### config.mk
export PLATFORM = sky130hd
export DESIGN_NAME = ram8x8_fifo_ctrl
export DESIGN_NICKNAME = d
export VERILOG_FILES = /design/src/rtl/ram8x8_fifo_ctrl.sv
export SDC_FILE = /design/constraint.sdc
export NUM_CORES = 1
export LEC_CHECK = 0
export CAP_MARGIN = 20
export CORE_MARGIN = 4
export CORE_UTILIZATION = 45
export DETAILED_ROUTE_END_ITERATION = 10
export PLACE_DENSITY = 0.81
export SYNTH_ARGS = -nofsm -noshare
export SYNTH_HDL_FRONTEND = slang
export SYNTH_SLANG_ARGS = --single-unit
### constraint.sdc
create_clock -name clock -period 5.15 [get_ports clock]
set_input_delay 1.2875 -clock clock [delete_from_list [all_inputs] [get_ports clock]]
set_output_delay 1.2875 -clock clock [all_outputs]
set_load 0.05 [all_outputs]
### src/rtl/ram8x8_fifo_ctrl.sv
// Turns an external 8x8 single-port RAM into a 9-deep byte FIFO: the RAM holds
// up to 8 bytes and a registered output slot holds the head of the queue.
module ram8x8_fifo_ctrl #(
  parameter int WIDTH     = 8,
  parameter int ADDR_BITS = 3
) (
  input  logic                 clock,
  input  logic                 clear,
  input  logic                 in_valid,
  output logic                 in_ready,
  input  logic [WIDTH-1:0]     in_data,
  output logic                 out_valid,
  input  logic                 out_ready,
  output logic [WIDTH-1:0]     out_data,
  output logic [ADDR_BITS-1:0] ram_address,
  output logic                 ram_rw,
  output logic [WIDTH-1:0]     ram_wdata,
  input  logic [WIDTH-1:0]     ram_rdata,
  output logic [3:0]           count
);

  localparam int CNT_W = ADDR_BITS + 1;
  localparam logic [CNT_W-1:0] DEPTH = CNT_W'(2 ** ADDR_BITS);

  logic [ADDR_BITS-1:0] wr_ptr_q, wr_ptr_d;
  logic [ADDR_BITS-1:0] rd_ptr_q, rd_ptr_d;
  logic [CNT_W-1:0]     ram_cnt_q, ram_cnt_d;
  logic                 out_valid_q, out_valid_d;
  logic [WIDTH-1:0]     out_data_q, out_data_d;

  logic slot_free, ram_empty, ram_full, pop;
  logic do_read, do_bypass, do_write;

  assign slot_free = ~out_valid_q | out_ready;
  assign ram_empty = (ram_cnt_q == '0);
  assign ram_full  = (ram_cnt_q == DEPTH);
  assign pop       = out_valid_q & out_ready;

  // One RAM access per cycle: draining into the output slot beats accepting a push.
  assign do_read   = ~clear & slot_free & ~ram_empty;
  assign do_bypass = ~clear & slot_free & ram_empty & in_valid;
  assign do_write  = ~clear & ~slot_free & ~ram_full & in_valid;

  always_comb begin
    in_ready = 1'b0;
    if (!clear) begin
      // Independent of in_valid: a free slot with an empty RAM always takes a bypass.
      if (slot_free) in_ready = ram_empty;
      else           in_ready = ~ram_full;
    end
  end

  assign ram_rw      = do_write;
  assign ram_address = do_write ? wr_ptr_q : rd_ptr_q;
  assign ram_wdata   = in_data;

  always_comb begin
    wr_ptr_d    = wr_ptr_q;
    rd_ptr_d    = rd_ptr_q;
    ram_cnt_d   = ram_cnt_q;
    out_valid_d = out_valid_q;
    out_data_d  = out_data_q;
    if (do_read) begin
      out_data_d  = ram_rdata;
      out_valid_d = 1'b1;
      rd_ptr_d    = rd_ptr_q + 1'b1;
      ram_cnt_d   = ram_cnt_q - 1'b1;
    end else if (do_bypass) begin
      out_data_d  = in_data;
      out_valid_d = 1'b1;
    end else if (do_write) begin
      wr_ptr_d    = wr_ptr_q + 1'b1;
      ram_cnt_d   = ram_cnt_q + 1'b1;
    end else if (pop) begin
      out_valid_d = 1'b0;
    end
  end

  always_ff @(posedge clock) begin
    if (clear) begin
      wr_ptr_q    <= '0;
      rd_ptr_q    <= '0;
      ram_cnt_q   <= '0;
      out_valid_q <= 1'b0;
      out_data_q  <= '0;
    end else begin
      wr_ptr_q    <= wr_ptr_d;
      rd_ptr_q    <= rd_ptr_d;
      ram_cnt_q   <= ram_cnt_d;
      out_valid_q <= out_valid_d;
      out_data_q  <= out_data_d;
    end
  end

  assign out_valid = out_valid_q;
  assign out_data  = out_data_q;
  assign count     = 4'(ram_cnt_q) + {3'b000, out_valid_q};

endmodule

# Yosys cells after proc, flatten, opt, wreduce, memory -nomap -nowiden

Index checks and enable logic that the tools add are counted.

$add $sub $neg: 5
Equality and inequality tests: 3
Mux-type cells: 12
Bitwise operators: 16
Reductions and logical operators: 7

Operators with widths:

| cell                                             | count |
|---|---|
| two-way mux 8 bit                                | 2 |
| two-way mux 4 bit                                | 3 |
| bitwise AND 1 bit                                | 8 |
| NOT 1 bit                                        | 7 |
| adder 3 x 1 -> 3 bit, second input constant      | 2 |
| two-way mux 1 bit                                | 6 |
| adder 4 x 1 -> 4 bit                             | 1 |
| adder 4 x 1 -> 4 bit, second input constant      | 1 |
| == test 4 bit, second input constant             | 1 |
| logical NOT 4 bit                                | 1 |
| AND reduction 2 bit                              | 2 |
| nonzero test 2 bit                               | 2 |
| subtractor 4 x 1 -> 4 bit, second input constant | 1 |
| two-way mux 3 bit                                | 1 |
| inequality test 3 bit, second input constant     | 1 |
| AND reduction 3 bit                              | 1 |
| nonzero test 3 bit                               | 1 |
| inequality test 2 bit, second input constant     | 1 |
| bitwise OR 1 bit                                 | 1 |

Register bits after elaboration: 19
Input bits: 20

# Longest topological paths before layout

Gate-level depths: netlist (run 1).

Word-level depth: 9
Depth in mapped cells: 8
Depth with buffers taken out: 7

# Worst setup path after synthesis (run 1)

Ideal clock, no wire load.

Kind: input to output
From: input port out_ready
To: output port in_ready
Arrival: 2.470 ns
Required time: 3.863 ns
Path slack: 1.393 ns
Cell stages on the path: 3
Cell sequence: nor2b_1 -> o31ai_1 -> a21oi_1

Longest elaborated chain between the ends: 3

RTL lines:

| what              | RTL line | text |
|---|---|---|
| from (decl)       | 13       | `input logic out_ready,` |
| bitwise OR 1 bit  | 34       | `assign slot_free = ~out_valid_q \| out_ready;` |
| two-way mux 1 bit | 48       | `if (slot_free) in_ready = ram_empty;` |
| two-way mux 1 bit | 46       | `if (!clear) begin` |
| to (decl)         | 10       | `output logic in_ready,` |

Every way passes these cells.

# Worst setup path in the final report (run 1)

Same ends and word-level chain as after synthesis.

==> key figures, run 1 <==
Yosys
  – Post-Syn Nets: 150
  – FF+latch count, synth: 19
  – Ys flop type: dfxtp_1
  – Mapped Cells: between 100 and 150
  – Async set or reset register ratio after synthesis: 0%
  – Post-Syn Area per Cell: between 8 and 9 µm²
  – Synth Cell Area: 0.00111 mm²
  – Syn. warnings: 0
  – Sequential area share after synthesis: about a third
  – Post-synth EDFFs: 0
  – Yosys cell types: 35

STA
  – Max-slew violations: 0
  – Fmax: approximately 0.22 GHz
  – Final hold vios: 0
  – Min Clock Period, post-route: 4.47 ns
  – Worst-Margin Slew: 1.02 ns
  – Period utilisation layout: between 80% and 90%
  – Slew HR: between 30% and 40%
  – Unrepaired setup endpoints after global routing: no
  – Setup Skew: between 0.0015 and 0.002 ns
  – Final worst slack: approximately 0.68 ns
  – Final setup vio count: 0
  – Setup TNS Final: 0 ns

Floorplan
  – Chip width: approximately 58 µm
  – Row count: 17
  – IO Count: 46
  – Initial Util: between 40% and 50%
  – Die H: between 50 and 60 µm
  – Die ar.: about 0.0033 mm²
  – CORE AREA: about 0.0023 mm²

Power
  – Power Density: 557 mW/mm²
  – Sw Share: between 50% and 60%
  – Internal: between 0.4 and 0.5 mW
  – Maximum VDD drop: 0.454 mV
  – Combinational share of power: roughly 63%
  – Sw Pwr: between 0.4 and 0.5 mW
  – Sequential Power Share: ~28%
  – Clock Power Share: 9.0%
  – Lkg Pwr: between 0.5 and 0.6 nW

Clock network
  – Skew-Pair Late Insertion Delay: ~0.3 ns
  – CTS root buffer: clkbuf_4
  – H-tree levels: 1
  – Post-CTS sizing: 0
  – Post-CTS Setup Repair Bufs: 0
  – Clock-pin transition on the worst setup and hold timing paths: around 0.10 ns
  – Cts hold-fix bufs: 0
  – CTS tree: done
  – Inserted Clock Buffers: 3
  – Clk sinks: 19
  – CTS max path bufs: 2

Global routing
  – M2 GR Usage: 29.7%
  – First-pass GRT wire length: between 4 and 5 mm
  – GRT met1 Usage: 17.5%
  – Total track usage: about 16%
  – GR Util met3: between 3 and 4%
  – Total gr overflow: 0
  – Vias in the first global route: 1046
  – Initial antenna violation count: 0
  – Busiest grt layer: met2
  – Largest net degree at the start of global routing: 22

Final layout
  – Commonest cells after routing, fill and taps aside: clkdlybuf4s50_1, dfxtp_1, nor2_1
  – Antenna Cells: 0
  – Fin util: between 60% and 70%
  – Area occupied by multi-input gates: around 620 µm²
  – Layout Nets: 185
  – Fillers: 196
  – Non-filler cells, final: about 190
  – P&R area growth vs syn: 36.7%
  – Final Cell Area: roughly 0.0015 mm²
  – Proportion of layout cells with a drive suffix above 1: between 10% and 20%
  – Sequential cell area: between 300 and 400 µm²
  – Commonest non-fill, non-tap cell in the layout: clkdlybuf4s50_1

Placed design
  – Placed Instances: between 150 and 200
  – Hpwl dp: between 2 and 2.5 mm
  – Port Buffers: 45
  – Pre-CTS setup slack: roughly 0.71 ns
  – RePlAce Congestion: about 0.83
  – Dpl cell area: roughly 0.0015 mm²

Setup path
  – Crit end category: primary output
  – Critical path peak fanout: 8
  – Critical Path Source Type: input port
  – Crit path kind: input port to primary output
  – Most frequent CP cell: clkdlybuf4s50_1
  – WP depth: 5
  – WP data arrival: 3.18 ns
  – CP top delay family: buffers and inverters
  – Worst path bufs/invs: 2
  – Critical Path Max Stage Delay: 0.81 ns
  – Critical path's slowest cell: clkdlybuf4s50_1
  – Sequence of cells on the critical path: clkdlybuf4s50_1 > nor2b_1 > o31ai_1 > a21oi_1 > clkdlybuf4s50_1
  – R2R depth: 7
  – Crit path required time: just under 4 ns

Run status
  – Outcome: complete, no violations

Route
  – Drt pass-1 iters: 4
  – Antenna viol nets, final: 0
  – Drt total wl: between 2 and 3 mm
  – DR DRC count: 0
  – Avg WL per Cell: around 14 µm
  – Number of DRC markers in iteration 0: 22
  – Vias: roughly 1000
  – Vias per std cell: roughly 5.4

Min path
  – Worst hold path cell count: 1
  – HP Class: flip-flop to flip-flop

Job
  – Max cap viols: 0
-- worst paths after layout --
path | slack, ns | startpoint | to
max | 0.68 | out_ready | in_ready
max reg2reg | 2.21 | ram_cnt_q[0] | ram_cnt_q[2]
min reg2reg | 0.48 | wr_ptr_q[2] | wr_ptr_q[2]
min | 0.48 | wr_ptr_q[2] | wr_ptr_q[2]
-- cells in the mapped netlist (2+ instances only) --
cell,instances,area share (%)
nor2_1,15,5.1
xnor2_1,4,3.2
clkbuf_2,2,0.90
or3_1,8,4.5
a21oi_1,4,1.8
or4_2,2,1.6
dfxtp_1,19,34
nand2b_1,2,1.1
buf_4,8,5.4
mux2_4,3,4.1
nand2_1,5,1.7
clkbuf_1,3,1.0
nand3_1,3,1.4
ha_1,5,5.6
xor2_1,2,1.6
or4_1,3,2.0
o21ai_0,9,4.1
a211oi_1,8,5.4
mux2i_1,3,2.7
buf_6,2,2.0
-- routing by layer --
metal  up-vias  share of wire [%]
met2        30                 50
met4         0                1.6
met3         5                4.9
met1       464                 43
met5         -                  0
li1        509                  -
-- sequential cells by signal, summed over array words and instances, names as in the netlist --
| signal | count |
|---|---|
| out_data | 8 |
| ram_cnt_q | 4 |
| rd_ptr_q | 3 |
| wr_ptr_q | 3 |
| out_valid | 1 |
-- kinds of logic (layout without fill, tap and decap cells) --
group / Yosys count / count (layout) / synth area share [%]
AND/OR/NAND/NOR: 45 / 45 / 22.9
AO/OA/AOI/OAI: 27 / 27 / 15.4
flip-flops: 19 / 19 / 34.3
buffers and inverters: 17 / 51 / 10.2
XOR/XNOR: 6 / 6 / 4.75
multiplexers: 6 / 6 / 6.78
adder cells (fa/ha/maj): 5 / 5 / 5.65
-- worst register-to-register path: cells and delay by family (launching register included) --
kind | cells | cell delay (ns)
AND/OR/NAND/NOR | 6 | 2.23
flip-flops | 1 | 0.43
adder cells (fa/ha/maj) | 1 | 0.19
-- power groups by stage --
stage / clock, mW / combinational (mW) / sequential [mW]
floorplan: 0 / 0.323 / 0.311
global placement: 0 / 0.521 / 0.240
detailed placement: 0 / 0.534 / 0.241
CTS: 0.0772 / 0.534 / 0.238
global route: 0.0846 / 0.569 / 0.247
finish: 0.0760 / 0.528 / 0.239
-- cell type report --
class	instances	share of cell area (%)
clock buffers	4	1.74
inverters	1	0.248
multi-input cells	89	41.0
flip-flops and latches	19	25.1
well taps	28	2.31
repair buffers	46	29.6
-- through the flow --
step	hold WS, ns	total power, mW
floorplan	0.435	0.634
global route	0.490	0.901
CTS	0.481	0.849
detailed placement	0.466	0.774
finish	0.483	0.843
global placement	0.451	0.761
No activity file was read; power rests on OpenSTA's default activity.
==> run 2, diff against run 1 <==
Settings changed: CORE_MARGIN 4 to not set, SLEW_MARGIN set to 0.
==> key figures, run 2 (synthesis gave the netlist of run 1 again) <==
Run status
  – Outcome: complete, no violations

Clock network
  – Post-CTS sizing: 0 (unchanged)
  – Cts hold-fix bufs: 0 (unchanged)
  – CTS root buffer: clkbuf_4
  – Clock-pin transition on the worst setup and hold timing paths: 0.10 ns (about the same)
  – H-tree levels: 1 (unchanged)
  – Inserted Clock Buffers: 3 (unchanged)
  – Post-CTS Setup Repair Bufs: 0 (unchanged)
  – Skew-Pair Late Insertion Delay: 0.31 ns (about the same)
  – CTS max path bufs: 2 (unchanged)
  – Clk sinks: 19 (unchanged)
  – CTS tree: done

Route
  – Antenna viol nets, final: 0 (unchanged)
  – Vias: 1023 (+1.5%)
  – Drt total wl: 2.58 mm (-1.1%)
  – Drt pass-1 iters: 4 (unchanged)
  – DR DRC count: 0 (unchanged)
  – Avg WL per Cell: 13.8 µm (-1.1%)
  – Vias per std cell: 5.47 (+1.5%)
  – Number of DRC markers in iteration 0: 16 (-27%)

STA
  – Worst-Margin Slew: 0.989 ns (-0.0306 ns)
  – Period utilisation layout: 87.0% (+0.20 points)
  – Unrepaired setup endpoints after global routing: no
  – Final worst slack: 0.668 ns (-0.0104 ns)
  – Slew HR: 33.5% (+2.1 points)
  – Final setup vio count: 0 (unchanged)
  – Setup Skew: 0.00870 ns (+0.00674 ns)
  – Max-slew violations: 0 (unchanged)
  – Min Clock Period, post-route: 4.48 ns (+0.0104 ns)
  – Fmax: 0.223 GHz (-0.23%)
  – Setup TNS Final: 0 ns (unchanged)
  – Final hold vios: 0 (unchanged)

Final layout
  – Final Cell Area: 0.00151 mm² (unchanged)
  – Layout Nets: 185 (unchanged)
  – Largest register FFs: 8 (unchanged)
  – Commonest non-fill, non-tap cell in the layout: clkdlybuf4s50_1
  – Commonest cells after routing, fill and taps aside: clkdlybuf4s50_1, dfxtp_1, nor2_1
  – Antenna Cells: 0 (unchanged)
  – Proportion of layout cells with a drive suffix above 1: 11.3% (unchanged)
  – P&R area growth vs syn: 36.7% (unchanged)

Placed design
  – RePlAce Congestion: 0.734 (-12%)
  – Dpl cell area: 0.00149 mm² (unchanged)
  – Pre-CTS setup slack: 0.666 ns (-0.0394 ns)
  – Hpwl dp: 1.91 mm (-5.7%)
  – Port Buffers: 45 (unchanged)

Setup path
  – R2R Path End: ram_cnt_q[2]
  – Setup crit start: out_ready
  – R2R depth: 7 (unchanged)
  – Crit path kind: input port to primary output
  – Reg2reg setup slack: 2.28 ns (+0.07 ns)
  – Critical Path Source Type: input port
  – WP data arrival: 3.19 ns (about the same)
  – Crit end category: primary output
  – Worst setup path end: in_ready
  – RR Startpoint: ram_cnt_q[0]
  – Crit path required time: 3.86 ns (about the same)
  – Critical path peak fanout: 8 (unchanged)

Floorplan
  – CORE AREA: 0.00228 mm² (unchanged)
  – Initial Util: 48.7% (unchanged)
  – Row count: 17 (unchanged)
  – Die ar.: 0.00266 mm² (-20%)
  – Die H: 51.6 µm (-10%)
  – IO Count: 46 (unchanged)
  – Chip width: 51.6 µm (-10%)

Global routing
  – Total track usage: 21.7% (+5.4 points)
  – Total gr overflow: 0 (unchanged)
  – Largest net degree at the start of global routing: 16 (-27%)
  – Initial antenna violation count: 0 (unchanged)
  – First-pass GRT wire length: 4.21 mm (-1.9%)
  – Vias in the first global route: 961 (-8.1%)

Power
  – Lkg Pwr: 0.599 nW (unchanged)
  – Power Density: 561 mW/mm² (+0.77%)
  – Total power: 0.849 mW (+0.77%)
  – Maximum VDD drop: 0.373 mV (-18%)

Min path
  – Hold path start: wr_ptr_q[2]
  – HP Class: flip-flop to flip-flop
  – Worst hold path cell count: 1 (unchanged)

Job
  – Max cap viols: 0 (unchanged)
## run 2: cell counts in the layout (fill, tap and decap cells not counted)
No cell type changed its count.
## run 2: area by class of cell
type,count,area [µm²]
fillers,193,762
clock buffers,4,26.3
well taps,28,35.0
repair buffers,46,448
inverters,1,3.75
flip-flops and latches,19,380
multi-input cells,89,621
## run 2: worst min path at each step
stage | to | slack, ns
after floorplan | wr_ptr_q[2] | 0.43
after global placement | wr_ptr_q[2] | 0.45
after detailed placement | wr_ptr_q[2] | 0.46
after CTS | wr_ptr_q[2] | 0.48
after global routing | wr_ptr_q[2] | 0.50
final | wr_ptr_q[2] | 0.47
## run 2: per-stage QoR
stage / util (%) / hold slack [ns] / instances
floorplan: - / 0.435 / 125
global placement: 65.4 / 0.454 / 183
detailed placement: 65.4 / 0.460 / 183
CTS: 66.5 / 0.479 / 187
global route: 66.5 / 0.503 / 187
finish: 66.5 / 0.473 / 187
## run 2: worst max-delay path: stages
cell and delay, ns:
clkdlybuf4s50_1 0.43, nor2b_1 0.36, o31ai_1 0.13, a21oi_1 0.16, clkdlybuf4s50_1 0.82
## run 2: routing by layer
layer  global-route usage, %  share of wire [%]
met2                    35.7                 49
met5                       0                  0
met3                    4.97                5.5
met4                    14.9                2.7
met1                    24.6                 42
## run 2: power by group
group / total (mW) / switching (mW) / internal [mW]
registers: 0.240 / 0.0500 / 0.190
clock network: 0.0778 / 0.0475 / 0.0302
logic: 0.531 / 0.335 / 0.196
total: 0.849 / 0.433 / 0.416
